File: src/rtl/pkg_switch_gesture.sv
// Shared types and helpers for the switch gesture classifier.
//   state_e   : per-channel gesture FSM states
//   cnt_width : tick-counter width wide enough for the largest timing limit
package pkg_switch_gesture;

  typedef enum logic [2:0] {
    IDLE,
    DOWN1,
    WAIT2,
    DOWN2,
    LONG
  } state_e;

  // One spare bit above the largest limit so a counter never aliases a limit value.
  function automatic int unsigned cnt_width(input int unsigned a, input int unsigned b,
                                            input int unsigned c);
    int unsigned m;
    m = a;
    if (b > m) m = b;
    if (c > m) m = c;
    return $clog2(m) + 1;
  endfunction

endpackage

File: src/rtl/drv_switch_gesture_ch.sv
// One channel of the gesture classifier: FSM, tick counter and registered event pulses.
//   i_clk, i_rst     : clock, synchronous active-high reset
//   i_tick           : shared timing tick from the prescaler
//   i_click/i_release: one-cycle debounced press/release pulses
//   o_short/o_double/o_long/o_repeat : one-cycle registered event pulses
//   o_event_next     : unregistered "an event fires at the next edge", for the top-level OR
module drv_switch_gesture_ch
  import pkg_switch_gesture::*;
#(
  parameter int unsigned p_LONG_T   = 800,
  parameter int unsigned p_DOUBLE_T = 250,
  parameter int unsigned p_REPEAT_T = 100,
  parameter int unsigned p_CNT_W    = 11
) (
  input  logic i_clk,
  input  logic i_rst,
  input  logic i_tick,
  input  logic i_click,
  input  logic i_release,
  output logic o_short,
  output logic o_double,
  output logic o_long,
  output logic o_repeat,
  output logic o_event_next
);

  localparam logic [p_CNT_W-1:0] c_LONG_M1 = p_CNT_W'(p_LONG_T - 1);
  localparam logic [p_CNT_W-1:0] c_DBL_M1  = p_CNT_W'(p_DOUBLE_T - 1);
  localparam logic [p_CNT_W-1:0] c_REP_M1  = p_CNT_W'((p_REPEAT_T > 0) ? p_REPEAT_T - 1 : 0);
  localparam logic               c_REP_EN  = (p_REPEAT_T != 0);

  state_e             r_state;
  logic [p_CNT_W-1:0] r_cnt;
  logic               r_short, r_double, r_long, r_repeat;

  // Click and release together is a protocol violation: both are dropped.
  logic w_clk, w_rel, w_long_hit, w_dbl_hit, w_rep_hit;
  assign w_clk      = i_click & ~i_release;
  assign w_rel      = i_release & ~i_click;
  assign w_long_hit = i_tick && (r_cnt == c_LONG_M1);
  assign w_dbl_hit  = i_tick && (r_cnt == c_DBL_M1);
  assign w_rep_hit  = c_REP_EN && i_tick && (r_cnt == c_REP_M1);

  assign o_event_next = ((r_state == DOWN1) && !w_rel && w_long_hit) ||
                        ((r_state == WAIT2) && !w_clk && w_dbl_hit)  ||
                        ((r_state == DOWN2) && (w_rel || w_long_hit)) ||
                        ((r_state == LONG)  && !w_rel && w_rep_hit);

  always_ff @(posedge i_clk) begin
    if (i_rst) begin
      r_state  <= IDLE;
      r_cnt    <= '0;
      r_short  <= 1'b0;
      r_double <= 1'b0;
      r_long   <= 1'b0;
      r_repeat <= 1'b0;
    end else begin
      r_short  <= 1'b0;
      r_double <= 1'b0;
      r_long   <= 1'b0;
      r_repeat <= 1'b0;
      unique case (r_state)
        IDLE: begin
          // Counter parked at zero so it cannot wrap while idle.
          r_cnt <= '0;
          if (w_clk) r_state <= DOWN1;
        end
        DOWN1: begin
          if (w_rel) begin
            r_state <= WAIT2;
            r_cnt   <= '0;
          end else if (w_long_hit) begin
            r_long  <= 1'b1;
            r_state <= LONG;
            r_cnt   <= '0;
          end else if (i_tick) begin
            r_cnt <= r_cnt + 1'b1;
          end
        end
        WAIT2: begin
          if (w_clk) begin
            r_state <= DOWN2;
            r_cnt   <= '0;
          end else if (w_dbl_hit) begin
            r_short <= 1'b1;
            r_state <= IDLE;
            r_cnt   <= '0;
          end else if (i_tick) begin
            r_cnt <= r_cnt + 1'b1;
          end
        end
        DOWN2: begin
          if (w_rel) begin
            r_double <= 1'b1;
            r_state  <= IDLE;
            r_cnt    <= '0;
          end else if (w_long_hit) begin
            // Second press held long still reports as a double click, not a long press.
            r_double <= 1'b1;
            r_state  <= LONG;
            r_cnt    <= '0;
          end else if (i_tick) begin
            r_cnt <= r_cnt + 1'b1;
          end
        end
        LONG: begin
          if (w_rel) begin
            r_state <= IDLE;
            r_cnt   <= '0;
          end else if (w_rep_hit) begin
            r_repeat <= 1'b1;
            r_cnt    <= '0;
          end else if (i_tick && c_REP_EN) begin
            r_cnt <= r_cnt + 1'b1;
          end
        end
        default: begin
          r_state <= IDLE;
          r_cnt   <= '0;
        end
      endcase
    end
  end

  assign o_short  = r_short;
  assign o_double = r_double;
  assign o_long   = r_long;
  assign o_repeat = r_repeat;

endmodule

File: src/rtl/drv_switch_gesture.sv
// Gesture classifier for a row of debounced switches.
//   i_clk, i_rst : clock, synchronous active-high reset
//   i_click      : per-channel press-edge pulses
//   i_release    : per-channel release-edge pulses
//   o_short, o_double, o_long, o_repeat : per-channel one-cycle event pulses
//   o_event_any  : registered OR of all event bits, aligned with them
module drv_switch_gesture
  import pkg_switch_gesture::*;
#(
  parameter int unsigned p_COUNT    = 4,
  parameter int unsigned p_TICK_DIV = 50000,
  parameter int unsigned p_LONG_T   = 800,
  parameter int unsigned p_DOUBLE_T = 250,
  parameter int unsigned p_REPEAT_T = 100
) (
  input  logic               i_clk,
  input  logic               i_rst,
  input  logic [p_COUNT-1:0] i_click,
  input  logic [p_COUNT-1:0] i_release,
  output logic [p_COUNT-1:0] o_short,
  output logic [p_COUNT-1:0] o_double,
  output logic [p_COUNT-1:0] o_long,
  output logic [p_COUNT-1:0] o_repeat,
  output logic               o_event_any
);

  localparam int unsigned           c_CNT_W   = cnt_width(p_LONG_T, p_DOUBLE_T, p_REPEAT_T);
  localparam int unsigned           c_PRE_W   = $clog2(p_TICK_DIV);
  localparam logic [c_PRE_W-1:0]    c_PRE_MAX = c_PRE_W'(p_TICK_DIV - 1);

  logic [c_PRE_W-1:0] r_presc;
  logic               r_event_any;
  logic               w_tick;
  logic [p_COUNT-1:0] w_event_next;

  assign w_tick = (r_presc == c_PRE_MAX);

  always_ff @(posedge i_clk) begin
    if (i_rst) begin
      r_presc     <= '0;
      r_event_any <= 1'b0;
    end else begin
      r_presc     <= w_tick ? '0 : r_presc + 1'b1;
      r_event_any <= |w_event_next;
    end
  end

  for (genvar g = 0; g < p_COUNT; g++) begin : g_ch
    drv_switch_gesture_ch #(
      .p_LONG_T  (p_LONG_T),
      .p_DOUBLE_T(p_DOUBLE_T),
      .p_REPEAT_T(p_REPEAT_T),
      .p_CNT_W   (c_CNT_W)
    ) u_ch (
      .i_clk       (i_clk),
      .i_rst       (i_rst),
      .i_tick      (w_tick),
      .i_click     (i_click[g]),
      .i_release   (i_release[g]),
      .o_short     (o_short[g]),
      .o_double    (o_double[g]),
      .o_long      (o_long[g]),
      .o_repeat    (o_repeat[g]),
      .o_event_next(w_event_next[g])
    );
  end

  assign o_event_any = r_event_any;

endmodule

File: config.mk
export PLATFORM = sky130hd
export DESIGN_NAME = drv_switch_gesture
export DESIGN_NICKNAME = d
export VERILOG_FILES = /design/src/rtl/pkg_switch_gesture.sv /design/src/rtl/drv_switch_gesture_ch.sv /design/src/rtl/drv_switch_gesture.sv
export SDC_FILE = /design/constraint.sdc
export NUM_CORES = 1
export LEC_CHECK = 0
export ABC_AREA = 1
export BUFFER_PORTS_ARGS = -buffer_cell sky130_fd_sc_hd__buf_2
export CAP_MARGIN = 15
export CORE_MARGIN = 2
export CORE_UTILIZATION = 34
export CTS_CLUSTER_DIAMETER = 50
export DETAILED_ROUTE_END_ITERATION = 7
export PLACE_DENSITY_LB_ADDON = 0.3
export SLEW_MARGIN = 20
export SYNTH_ARGS = -nofsm -noshare
export SYNTH_HDL_FRONTEND = slang
export SYNTH_SLANG_ARGS = --single-unit
File: constraint.sdc
create_clock -name i_clk -period 2.44 [get_ports i_clk]
set_input_delay 0.244 -clock i_clk [delete_from_list [all_inputs] [get_ports i_clk]]
set_output_delay 0.244 -clock i_clk [all_outputs]
set_load 0.01 [all_outputs]
# Yosys cells after proc, flatten, opt, wreduce, memory -nomap -nowiden
# Cells that the tools add are included.
# totals
in_bits	10
wordCells	278
out_inout_bits	17
regBits	89
# classes
add_sub_neg	5
n_mux	80
bitwise	32
n_reduce_logical	94
n_eq_ne	41
# ops
op	n
$mux W11	28
$pmux W11 S3	4
$mux W3	28
$pmux W3 S5	4
$add A11 B1 Y11 const B	4
$eq A11 B10 Y1 const B	4
$eq A11 B7 Y1 const B	4
$eq A11 B8 Y1 const B	4
$logic_and A1 B1 Y1	40
$reduce_or A3 Y1	12
$eq A3 B2 Y1 const B	8
$not A1 Y1	24
$reduce_or A2 Y1	9
$add A16 B1 Y16 const B	1
$eq A16 B16 Y1 const B	1
$logic_or A1 B1 Y1	16
$mux W1	16
$ne A2 B1 Y1 const B	8
$eq A3 B1 Y1 const B	4
$eq A3 B3 Y1 const B	4
$logic_not A3 Y1	4
$ne A3 B1 Y1 const B	4
$reduce_and A3 Y1	4
$and A1 B1 Y1	8
other kinds (2)	9

# Logic depth before layout (Yosys ltp)
# Gate-level depths: netlist (run 1).
# logic_depth
depth_word	9
ltp_mapped	13
mapped_depth_nobuf	12

# Cells and area by module
# A second synthesis (run 1) with hierarchy kept.
# unflattened
hier_cells	788
area_unflattened_um2	5190.0
# by_module_without_submodules
mod	area_per_inst_um2	seq_area_each_um2	cells_each	instances
drv_switch_gesture_ch (g_ch[2].u_ch ...)	1077.3	360.3	165	2
drv_switch_gesture_ch (g_ch[1].u_ch)	1101.1	360.3	165	1
drv_switch_gesture_ch (g_ch[0].u_ch)	1066.0	360.3	161	1
drv_switch_gesture	868.3	340.3	132	1

# Least setup slack after synthesis (run 1)
# OpenSTA, ideal clock, no wires.
# synth_timing
path_kind	register to register
start	register r_presc[0]
end	register g_ch[2].u_ch.r_cnt[10]
stages_incl_launch_ff	12
period_less_slack_ns	1.688
required_time_ns	2.315
n_path_buf	1
t_arrival_ns	1.563
path_slack_ns	0.752
setup_time_ns	0.125
cell_sequence	dfxtp_1 > ha_1 > nand2_1 > nor2_1 > nand3_2 > nor2_4 > buf_6 > nand2_4 > nand3_4 > nand2_4 > o21ai_4 > nor2_2
# synth_between
elab_chain_cells	5
elab_cells_between_ends	12
classes_between	eq/ne: 1; mux: 8; reduce/logical: 3
# synth_rtl
element	line	text
start: declaration	drv_switch_gesture.sv:31	logic [c_PRE_W-1:0] r_presc;
start signal: assignment	drv_switch_gesture.sv:43	r_presc <= w_tick ? '0 : r_presc + 1'b1;
$eq A16 B16 Y1 *	drv_switch_gesture.sv:36	assign w_tick = (r_presc == c_PRE_MAX);
$mux W11 (tied with other cells)	--	
$mux W11 (on tied branches)	drv_switch_gesture_ch.sv:110, drv_switch_gesture_ch.sv:84, drv_switch_gesture_ch.sv:97	
$mux W11 (on tied branches)	drv_switch_gesture_ch.sv:107, drv_switch_gesture_ch.sv:81, drv_switch_gesture_ch.sv:69	
$pmux W11 S3 *	drv_switch_gesture_ch.sv:62	unique case (r_state)
end signal: assignment	drv_switch_gesture_ch.sv:77	r_cnt <= r_cnt + 1'b1;
end signal: assignment	drv_switch_gesture_ch.sv:103	r_cnt <= r_cnt + 1'b1;
end signal: assignment	drv_switch_gesture_ch.sv:114	r_cnt <= r_cnt + 1'b1;
end: declaration	drv_switch_gesture_ch.sv:33	logic [p_CNT_W-1:0] r_cnt;
# Mark *: on every way between the ends. The rest lies on a longest branch, timed or not.
# A chain may end at the register's enable or synchronous reset.

# Worst setup path in the final report (run 1)
# layout_timing
start	register r_presc[0]
end	register g_ch[2].u_ch.r_cnt[5]
# The elaborated chain is that of the path after synthesis.

==> results of run 1 <==
## cell type report
type / count / area [µm²] / area share (%)
well taps: 188 / 235 / 4.10
repair buffers: 32 / 188 / 3.27
clock buffers: 11 / 243 / 4.23
flip-flops and latches: 89 / 1780 / 31.0
inverters: 122 / 459 / 8.00
multi-input cells: 534 / 2780 / 48.5
clock inverters: 4 / 53.8 / 0.937
## sequential cells by signal, summed over array words and instances, names as in the netlist
name,cells
g_ch.u_ch.o_double,4
g_ch.u_ch.o_long,4
g_ch.u_ch.o_repeat,4
g_ch.u_ch.o_short,4
g_ch.u_ch.r_cnt,44
g_ch.u_ch.r_state,12
o_event_any,1
r_presc,16
## cells in the mapped netlist (3+ instances only)
cell type  count  area, µm²
o211ai_1       5       37.5
nand3_1       71        355
nand2_2        5       31.3
nand3_2        3       30.0
inv_1        116        435
nor2_1       137        514
a31oi_1        6       37.5
xor2_1        32        280
inv_2          5       18.8
dfxtp_1       89       1780
nand4_1       12       75.1
nand2_4        3       33.8
ha_1           9        113
o21ai_0       22        110
nor3_1        26        130
xnor2_1        4       35.0
nor3b_1        3       22.5
nor4_1         3       18.8
nor3_4         4       65.1
buf_6          4       45.0
nor2_2        16        100
nand2_1      131        492
buf_4         19        143
a21oi_1       24        120
## worst max-delay path, stage by stage, from the launching register on
cell     delay, ps
dfxtp_1        350
ha_1           190
nand2_1         70
nor2_1         130
nand3_2        110
nor2_4         280
buf_12         190
nand2_4         70
nand3_4         80
nand2_4         60
o21ai_4        350
nor2_2          70
## where the power goes
| part | internal [mW] | leakage [nW] | switching, mW |
|---|---|---|---|
| logic | 0.0877 | 1.43 | 0.159 |
| clock network | 0.818 | 0.138 | 0.603 |
| registers | 1.47 | 0.718 | 0.0194 |
## cells by family after synthesis
logic type	Yosys count	share of synthesized area, %
compound gates	64	7.03
xor+xnor	36	6.03
fa+ha+maj	9	2.15
simple gates	425	38.0
flops	89	34.1
buf+inv	150	12.8
## layer usage
layer | part of all wire, % | routed length (µm) | track usage (%) | vias up
li1 | - | - | - | 2453
met1 | 49 | 5570 | 18.9 | 2052
met2 | 46 | 5270 | 24.4 | 69
met3 | 3.1 | 356 | 2.96 | 15
met4 | 2.2 | 247 | 7.43 | 0
met5 | 0 | 0 | 0 | -
## per-stage QoR
| stage | instances | worst slack (ps) | cell area [µm²] |
|---|---|---|---|
| floorplan | 773 | 752 | 5230 |
| global placement | 965 | 417 | 5450 |
| detailed placement | 965 | 366 | 5450 |
| CTS | 980 | 360 | 5740 |
| global route | 980 | 175 | 5740 |
| finish | 980 | 376 | 5740 |
## how the worst min path moves through the flow
| stage | slack (ps) | depth (start not counted) | endpoint |
|---|---|---|---|
| global route | 130 | 2 | g_ch[0].u_ch.o_short |
| detailed placement | 440 | 1 | r_presc[0] |
| finish | 130 | 2 | g_ch[0].u_ch.o_short |
| CTS | 130 | 2 | g_ch[0].u_ch.o_short |
| floorplan | 420 | 3 | g_ch[0].u_ch.r_cnt[9] |
| global placement | 430 | 1 | r_presc[0] |
==> qor.csv, run 1 <==
metric;value;unit
clock_skew;6.94;ps
powerDensity;551;nW/µm²
cts_sinks;89;
cts_tree;yes;
die-width;128;µm
cp-startpoint;r_presc[0];
hold_start;i_rst;
hold_viol;0;
grt_overflow;0;
whs;131;ps
total_power;3.16;mW
cp-endpoint;g_ch[2].u_ch.r_cnt[5];
initial_core_util;34.5;%
core_area;15100;µm²
cts.hold.buffers_added;0;
gp_congestion;0.841;
finalCritPeriodShare;84.6;%
maxSlewHeadroom;71.5;%
viasPerCell;4.68;
layout_commonest_cell;nor2_1;
crit_arrival;2300;ps
die_area;16400;µm²
tightestPinTransition;423;ps
drc;0;
timing.fmax;0.484;GHz
synth_ff_type;dfxtp_1;
finalNetCount;807;
leakage;2.29;nW
maxSlewViolCount;0;
reg2reg_slack;380;ps
postCtsResizedCells;0;
netlist-cell-type-count;42;
cts_made_buffers;9;
synth_edf_count;0;
setup_viol;0;
vias;4589;
clk_latency;350;ps
worstRegToRegCells;11;
peakVddDrop;0.000315;V
syn_area_per_cell;6.77;µm²
synthesis.nets;792;
clockBufferDepth;2;
final_core_util;37.9;%
startpoint_type;flop;
drt_iter0_markers;346;
die_h;128;µm
synth_cells;773;
cts_root_buf;clkbuf_16;
reg2reg_from;r_presc[0];
io_pins;27;
end_kind;flop;
first_pass_iters;5;
rr_endpoint;g_ch[2].u_ch.r_cnt[5];
yosys_warnings;0;
clkTransAtPathRegs;70;ps
drv_cap;0;
antenna_found_initial;0;
htreeDepth;3;
row_count;45;
port_buffers;26;
rsz0062_at_grt;false;
drtAntennaViolNets;0;
grt_pass1_wl;19600;µm
layout_common_cells;nor2_1 (137), nand2_1 (131), inv_1 (116);
hold_class;input pin to flop;
status;complete, no violations;
cts_setup_buffers;0;
yosysSeqAreaShare;34.1;%
ys_seq_elements;89;
antennaDiodeCount;0;
tns;0;ps
grt_max_degree;28;
cp_data_required_time;2680;ps
grt_pass1_vias;4266;
period_needed;2060;ps
n_fill_cell;1618;
hpwlAfterDp;8570;µm
async_reset_ff_share;0;%
syn_area;5230;µm²
cp_max_fo;16;
synthToLayoutAreaGrowth;9.76;%
drive_above_1_share;11.9;%
grtUsageTotal;15.0;%
crit_type;flop to flop;
drt-total-wl;11500;µm
wl_per_cell;11.7;µm
(Power assumes the default switching activity.)
==> run 2: changes to the inputs <==
clock period = 2.1 ns   (was 2.44 ns; I/O delays follow)
==> run 2 against run 1 <==
  * Total power increased by 15%
  * Cell count increased by 0.82%
  * Flip-flop and latch count unchanged
  * Via count increased by 0.65%
  * Global-route usage decreased by 0.25 points
  * Clock skew increased by 3.2 ps
  * Register-to-register slack got worse by 200 ps
  * Clock power increased by 13%
  * Non-clock buffer count increased by 8
  * Utilization increased by 0.73 points
  * Cell area increased by 1.9%
==> qor.csv, run 2 (same netlist as run 1, synthesis figures left out) <==
metric;value;unit;change
status;complete, no violations;;
grt_overflow;0;;unchanged
cts_made_buffers;9;;unchanged
drive_above_1_share;13.0;%;+1.1 points
leakage;2.37;nW;+3.5%
cp_max_fo;18;;+2
layout_common_cells;nor2_1 (137), nand2_1 (131), inv_1 (116);;
powerDensity;624;nW/µm²;+13%
port_buffers;26;;unchanged
die-width;128;µm;unchanged
io_pins;27;;unchanged
cts.hold.buffers_added;0;;unchanged
maxSlewHeadroom;68.7;%;-2.8 points
grt_pass1_vias;4224;;-0.98%
synthToLayoutAreaGrowth;11.9;%;
largest_reg_flops;44;;unchanged
htreeDepth;3;;unchanged
cts_root_buf;clkbuf_16;;
whs;294;ps;+163 ps
reg2reg_slack;180;ps;-200 ps
gp_congestion;0.853;;+1.4%
finalNetCount;815;;+0.99%
vias;4619;;+0.65%
drv_cap;0;;unchanged
die_area;16400;µm²;unchanged
initial_core_util;34.5;%;unchanged
finalCritPeriodShare;91.4;%;+6.8 points
timing.fmax;0.521;GHz;+7.5%
min_to;g_ch[0].u_ch.o_short;;
tightestPinTransition;469;ps;+45.7 ps
hold_start;i_rst;;
crit_type;flop to flop;;
end_kind;flop;;
drtAntennaViolNets;0;;unchanged
peakVddDrop;0.000355;V;+13%
die_h;128;µm;unchanged
viasPerCell;4.68;;-0.16%
cts_tree;yes;;
drt_iter0_markers;268;;-23%
clk_latency;360;ps;about the same
max_flop_register;g_ch.u_ch.r_cnt;;
startpoint_type;flop;;
first_pass_iters;4;;-1
core_area;15100;µm²;unchanged
hold_class;input pin to flop;;
period_needed;1920;ps;-145 ps
layout_commonest_cell;nor2_1;;
setup_viol;0;;unchanged
reg.largest.list;g_ch.u_ch.r_cnt (44), r_presc (16), g_ch.u_ch.r_state (12);;
antennaDiodeCount;0;;unchanged
grt_max_degree;27;;-3.6%
hold_viol;0;;unchanged
rr_endpoint;g_ch[2].u_ch.r_cnt[1];;
row_count;45;;unchanged
drt-total-wl;11300;µm;-1.1%
reg2reg_from;r_presc[0];;
grt_pass1_wl;19400;µm;-1.1%
drc;0;;unchanged
hpwlAfterDp;8740;µm;+1.9%
cts_sinks;89;;unchanged
clkTransAtPathRegs;70;ps;about the same
tns;0;ps;unchanged
crit_arrival;2170;ps;-130 ps
wl_per_cell;11.5;µm;-1.9%
antenna_found_initial;0;;unchanged
worstRegToRegCells;12;;+1
rsz0062_at_grt;false;;
clock_skew;10.1;ps;+3.15 ps
maxSlewViolCount;0;;unchanged
worstHoldPathCells;2;;unchanged
clockBufferDepth;2;;unchanged
grtUsageTotal;14.7;%;-0.25 points
cp_data_required_time;2350;ps;-330 ps
run 2: cell count changes in the layout (fill, tap and decap cells not counted), sizes merged:
cell and change:
buf +8, clkinv +2, clkbuf -2, clkinvlp -2, inv +2
run 2: repair_timing:
| item | CTS | global route |
|---|---|---|
| buffers inserted | 0 | 1 |
| endpoints found under the setup margin | 0 | 46 |
| resized for setup | 0 | 4 |
run 2: worst max-delay path by stage:
| stage | startpoint | end | slack [ps] | cells after the start |
|---|---|---|---|---|
| 2_1_floorplan | r_presc[0] | g_ch[2].u_ch.r_cnt[10] | 410 | 11 |
| 3_3_place_gp | r_presc[0] | g_ch[1].u_ch.r_cnt[3] | 140 | 10 |
| 3_5_place_dp | r_presc[0] | g_ch[1].u_ch.r_cnt[3] | 100 | 10 |
| 4_1_cts | r_presc[0] | g_ch[1].u_ch.r_cnt[3] | 100 | 10 |
| 5_1_grt | r_presc[0] | g_ch[0].u_ch.r_cnt[10] | 0.6 | 12 |
| 6_report | r_presc[0] | g_ch[2].u_ch.r_cnt[1] | 180 | 12 |
run 2: critical path, stage by stage (launching register included):
cell     delay (ps)
dfxtp_1         350
ha_1            220
nand2_1          80
nor2_1          120
nand3_2         110
nor2_4          220
buf_12          180
nand2_4          70
nand3_4          80
nand2_4          60
o21ai_4         140
buf_12          150
nor2_1           40
run 2: metal layers:
layer	routed length, µm	up-vias	share of wire [%]	track usage [%]
met5	0	-	0	0
met4	303	0	2.7	7.05
met3	391	22	3.5	3.09
met2	5280	58	47	24.3
met1	5340	2070	47	18.4
li1	-	2469	-	-
run 2: area by class of cell:
type,instances,area (µm²)
repair buffers,40,293
well taps,188,235
clock buffers,9,225
flip-flops and latches,89,1780
multi-input cells,534,2790
inverters,122,459
fillers,1615,9290
clock inverters,6,66.3
run 2: metrics by stage:
stage	power (mW)	util (%)	setup WS (ps)	instance area, µm²	cells
floorplan	2.00	-	412	5230	773
global placement	2.07	36.5	144	5520	972
detailed placement	2.07	36.5	99.8	5520	972
CTS	3.70	38.4	95.5	5820	987
global route	3.82	38.6	0.568	5850	988
finish	3.65	38.6	181	5850	988
run 2: report_power, final:
part	internal (mW)	total [mW]	switching (mW)
clock	0.921	1.61	0.692
combinational	0.112	0.300	0.188
sequential	1.71	1.74	0.0238
total	2.75	3.65	0.904
==> run 3: changes to the inputs <==
--- a/config.mk
+++ b/config.mk
@@ -9,4 +9,5 @@
 export BUFFER_PORTS_ARGS = -buffer_cell sky130_fd_sc_hd__buf_2
 export CAP_MARGIN = 15
+export CORE_ASPECT_RATIO = 2
 export CORE_MARGIN = 2
 export CORE_UTILIZATION = 34
==> constraint.sdc (replaced) <==
create_clock -name i_clk -period 2.1 [get_ports i_clk]
set_input_delay 0.42 -clock i_clk [delete_from_list [all_inputs] [get_ports i_clk]]
set_output_delay 0.42 -clock i_clk [all_outputs]
set_load 0.01 [all_outputs]
==> run 3 against run 2 <==
  * Total power up 1.3%
  * Register-to-register slack about the same
  * Cell area up 2.2%
  * Clock power up 2%
  * Clock-buffer cell count unchanged
  * Largest power group unchanged
==> qor.csv, run 3 (same netlist as run 1, synthesis figures left out) <==
metric;value;unit;change
finalCritPeriodShare;91.4;%;about the same
row_count;64;;+42%
cts.hold.buffers_added;0;;unchanged
dpl_cell_area;5600;µm²;+1.4%
cts_sinks;89;;unchanged
wl_per_cell;12.9;µm;+13%
startpoint_type;flop;;
crit_arrival;2170;ps;about the same
htreeDepth;3;;unchanged
io_pins;27;;unchanged
largest_reg_flops;44;;unchanged
finalWorstSetupSlack;181;ps;+0.850 ps
cts_made_buffers;9;;unchanged
cp_data_required_time;2350;ps;about the same
core_area;15200;µm²;+0.45%
grt_pass1_wl;21800;µm;+12%
end_kind;flop;;
seqPwrFrac;47.0;%;-0.6 points
layout_common_cells;nor2_1 (134), nand2_1 (131), inv_1 (116);;
comb_power_share;8.3;%;about the same
max_flop_register;g_ch.u_ch.r_cnt;;
maxSlewHeadroom;67.8;%;-0.93 points
tightestPinTransition;481;ps;+12.2 ps
antennaDiodeCount;0;;unchanged
swShare;25.4;%;+0.59 points
final_area;5980;µm²;+2.2%
status;complete, no violations;;
port_buffers;26;;unchanged
first_pass_iters;4;;unchanged
hold_class;flop to flop;;
powerDensity;618;nW/µm²;-0.95%
grt_pass1_vias;4874;;+15%
clock_skew;14.0;ps;+3.90 ps
reg2reg_slack;180;ps;about the same
gp_congestion;0.886;;+3.9%
p_switching;937;µW;+3.6%
total_power;3.70;mW;+1.3%
drtAntennaViolNets;0;;unchanged
worstHoldPathCells;1;;-1
finalNetCount;824;;+1.1%
grt_max_degree;27;;unchanged
cp_max_fo;9;;-9
timing.fmax;0.521;GHz;about the same
max_stage_delay;380;ps;+30 ps
worstPathCellList;ha_1 -> inv_1 -> nor2_1 -> nand3_2 -> nor2_4 -> nand2_4 -> nand3_4 -> nand2_4 -> o21ai_4 -> buf_12 -> nor2_1;;
rr_endpoint;g_ch[2].u_ch.r_cnt[6];;
reg2reg_from;g_ch[2].u_ch.r_cnt[1];;
clkTransAtPathRegs;70;ps;about the same
cell_internal_pwr;2.76;mW;+0.46%
cp_slowest_cell;dfxtp_1;;
n_fill_cell;1647;;+2.0%
drv_cap;0;;unchanged
seqCellArea;1780;µm²;unchanged
hold_start;r_presc[0];;
period_needed;1920;ps;-0.850 ps
peakVddDrop;0.000306;V;-14%
drc;0;;unchanged
drt_iter0_markers;153;;-43%
rsz0062_at_grt;true;;
cts_root_buf;clkbuf_16;;
clkPwrFrac;44.6;%;+0.4 points
drive_above_1_share;14.4;%;+1.4 points
synthToLayoutAreaGrowth;14.3;%;
clockBufferDepth;2;;unchanged
layout_commonest_cell;nor2_1;;
grtUsageTotal;16.5;%;+1.7 points
reg.largest.list;g_ch.u_ch.r_cnt (44), r_presc (16), g_ch.u_ch.r_state (12);;
final_core_util;39.3;%;+0.68 points
drt-total-wl;13000;µm;+15%
setup_viol;0;;unchanged
post-place-ws;112;ps;+12.1 ps
vias;4870;;+5.4%
die_area;16500;µm²;+0.37%
leakage;2.41;nW;+1.8%
die-width;91.7;µm;-28%
cts_tree;yes;;
tns;0;ps;unchanged
hold_viol;0;;unchanged
multi_input_area;2810;µm²;+0.72%
maxSlewViolCount;0;;unchanged
die_h;179;µm;+40%
worstRegToRegCells;11;;-1
clk_latency;360;ps;about the same
hpwlAfterDp;10100;µm;+16%
grt_overflow;0;;unchanged
antenna_found_initial;0;;unchanged
viasPerCell;4.83;;+3.3%
initial_core_util;34.4;%;-0.16 points
min_to;r_presc[0];;
crit_type;flop to flop;;
==> run 3: changes by cell type in the layout (fill, tap and decap cells not counted), sizes merged <==
cell      delta
inv          -1
clkinvlp     +3
clkinv       -1
buf          +8
clkbuf       +1
==> run 3: worst max path at each step <==
stage	depth (start not counted)	startpoint	endpoint
6_report	11	g_ch[2].u_ch.r_cnt[1]	g_ch[2].u_ch.r_cnt[6]
5_1_grt	11	r_presc[0]	g_ch[0].u_ch.r_cnt[10]
4_1_cts	11	r_presc[0]	g_ch[3].u_ch.r_cnt[0]
3_5_place_dp	11	r_presc[0]	g_ch[3].u_ch.r_cnt[0]
3_3_place_gp	11	g_ch[3].u_ch.r_cnt[0]	g_ch[3].u_ch.r_cnt[3]
2_1_floorplan	11	r_presc[0]	g_ch[2].u_ch.r_cnt[10]
==> run 3: what timing repair did <==
item	in CTS	in global routing
endpoints found under the setup margin	0	43
setup buffers	0	2
gates resized for setup	0	10
==> run 3: power groups by stage <==
stage / logic (mW) / registers, mW / clock network (mW)
floorplan: 0.227 / 1.77 / 0
global placement: 0.307 / 1.78 / 0
detailed placement: 0.307 / 1.78 / 0
CTS: 0.307 / 1.74 / 1.69
global route: 0.354 / 1.74 / 1.77
finish: 0.309 / 1.74 / 1.65
==> run 3: critical path, delay by kind of cell (launching register included) <==
family / cells / cell delay (ps)
and+or+nand+nor: 7 / 830
adders and majority gates: 1 / 210
DFF: 1 / 380
buffers and inverters: 2 / 210
AOI/OAI and AO/OA: 1 / 170
==> run 3: per-stage QoR <==
| stage | instances | hold WS, ps |
|---|---|---|
| after floorplan | 773 | 418 |
| after global placement | 989 | 429 |
| after detailed placement | 989 | 435 |
| after CTS | 1005 | 445 |
| after global routing | 1008 | 462 |
| final | 1008 | 446 |
==> run 3: layout make-up <==
| class | instances | area share (%) |
|---|---|---|
| sequential | 89 | 29.8 |
| tap | 198 | 4.14 |
| inverter | 122 | 7.74 |
| timing repair buffer | 49 | 6.25 |
| clock buffer | 9 | 3.76 |
| multi-input combinational | 534 | 47.0 |
| clock inverter | 7 | 1.32 |
==> run 3: routing by layer <==
metal | vias to the layer above | share of wire, % | global-route usage [%]
met3 | 28 | 2.4 | 2.22
li1 | 2498 | - | -
met1 | 2272 | 36 | 15.1
met4 | 0 | 3.6 | 8.84
met2 | 72 | 58 | 33.3
met5 | - | 0 | 0
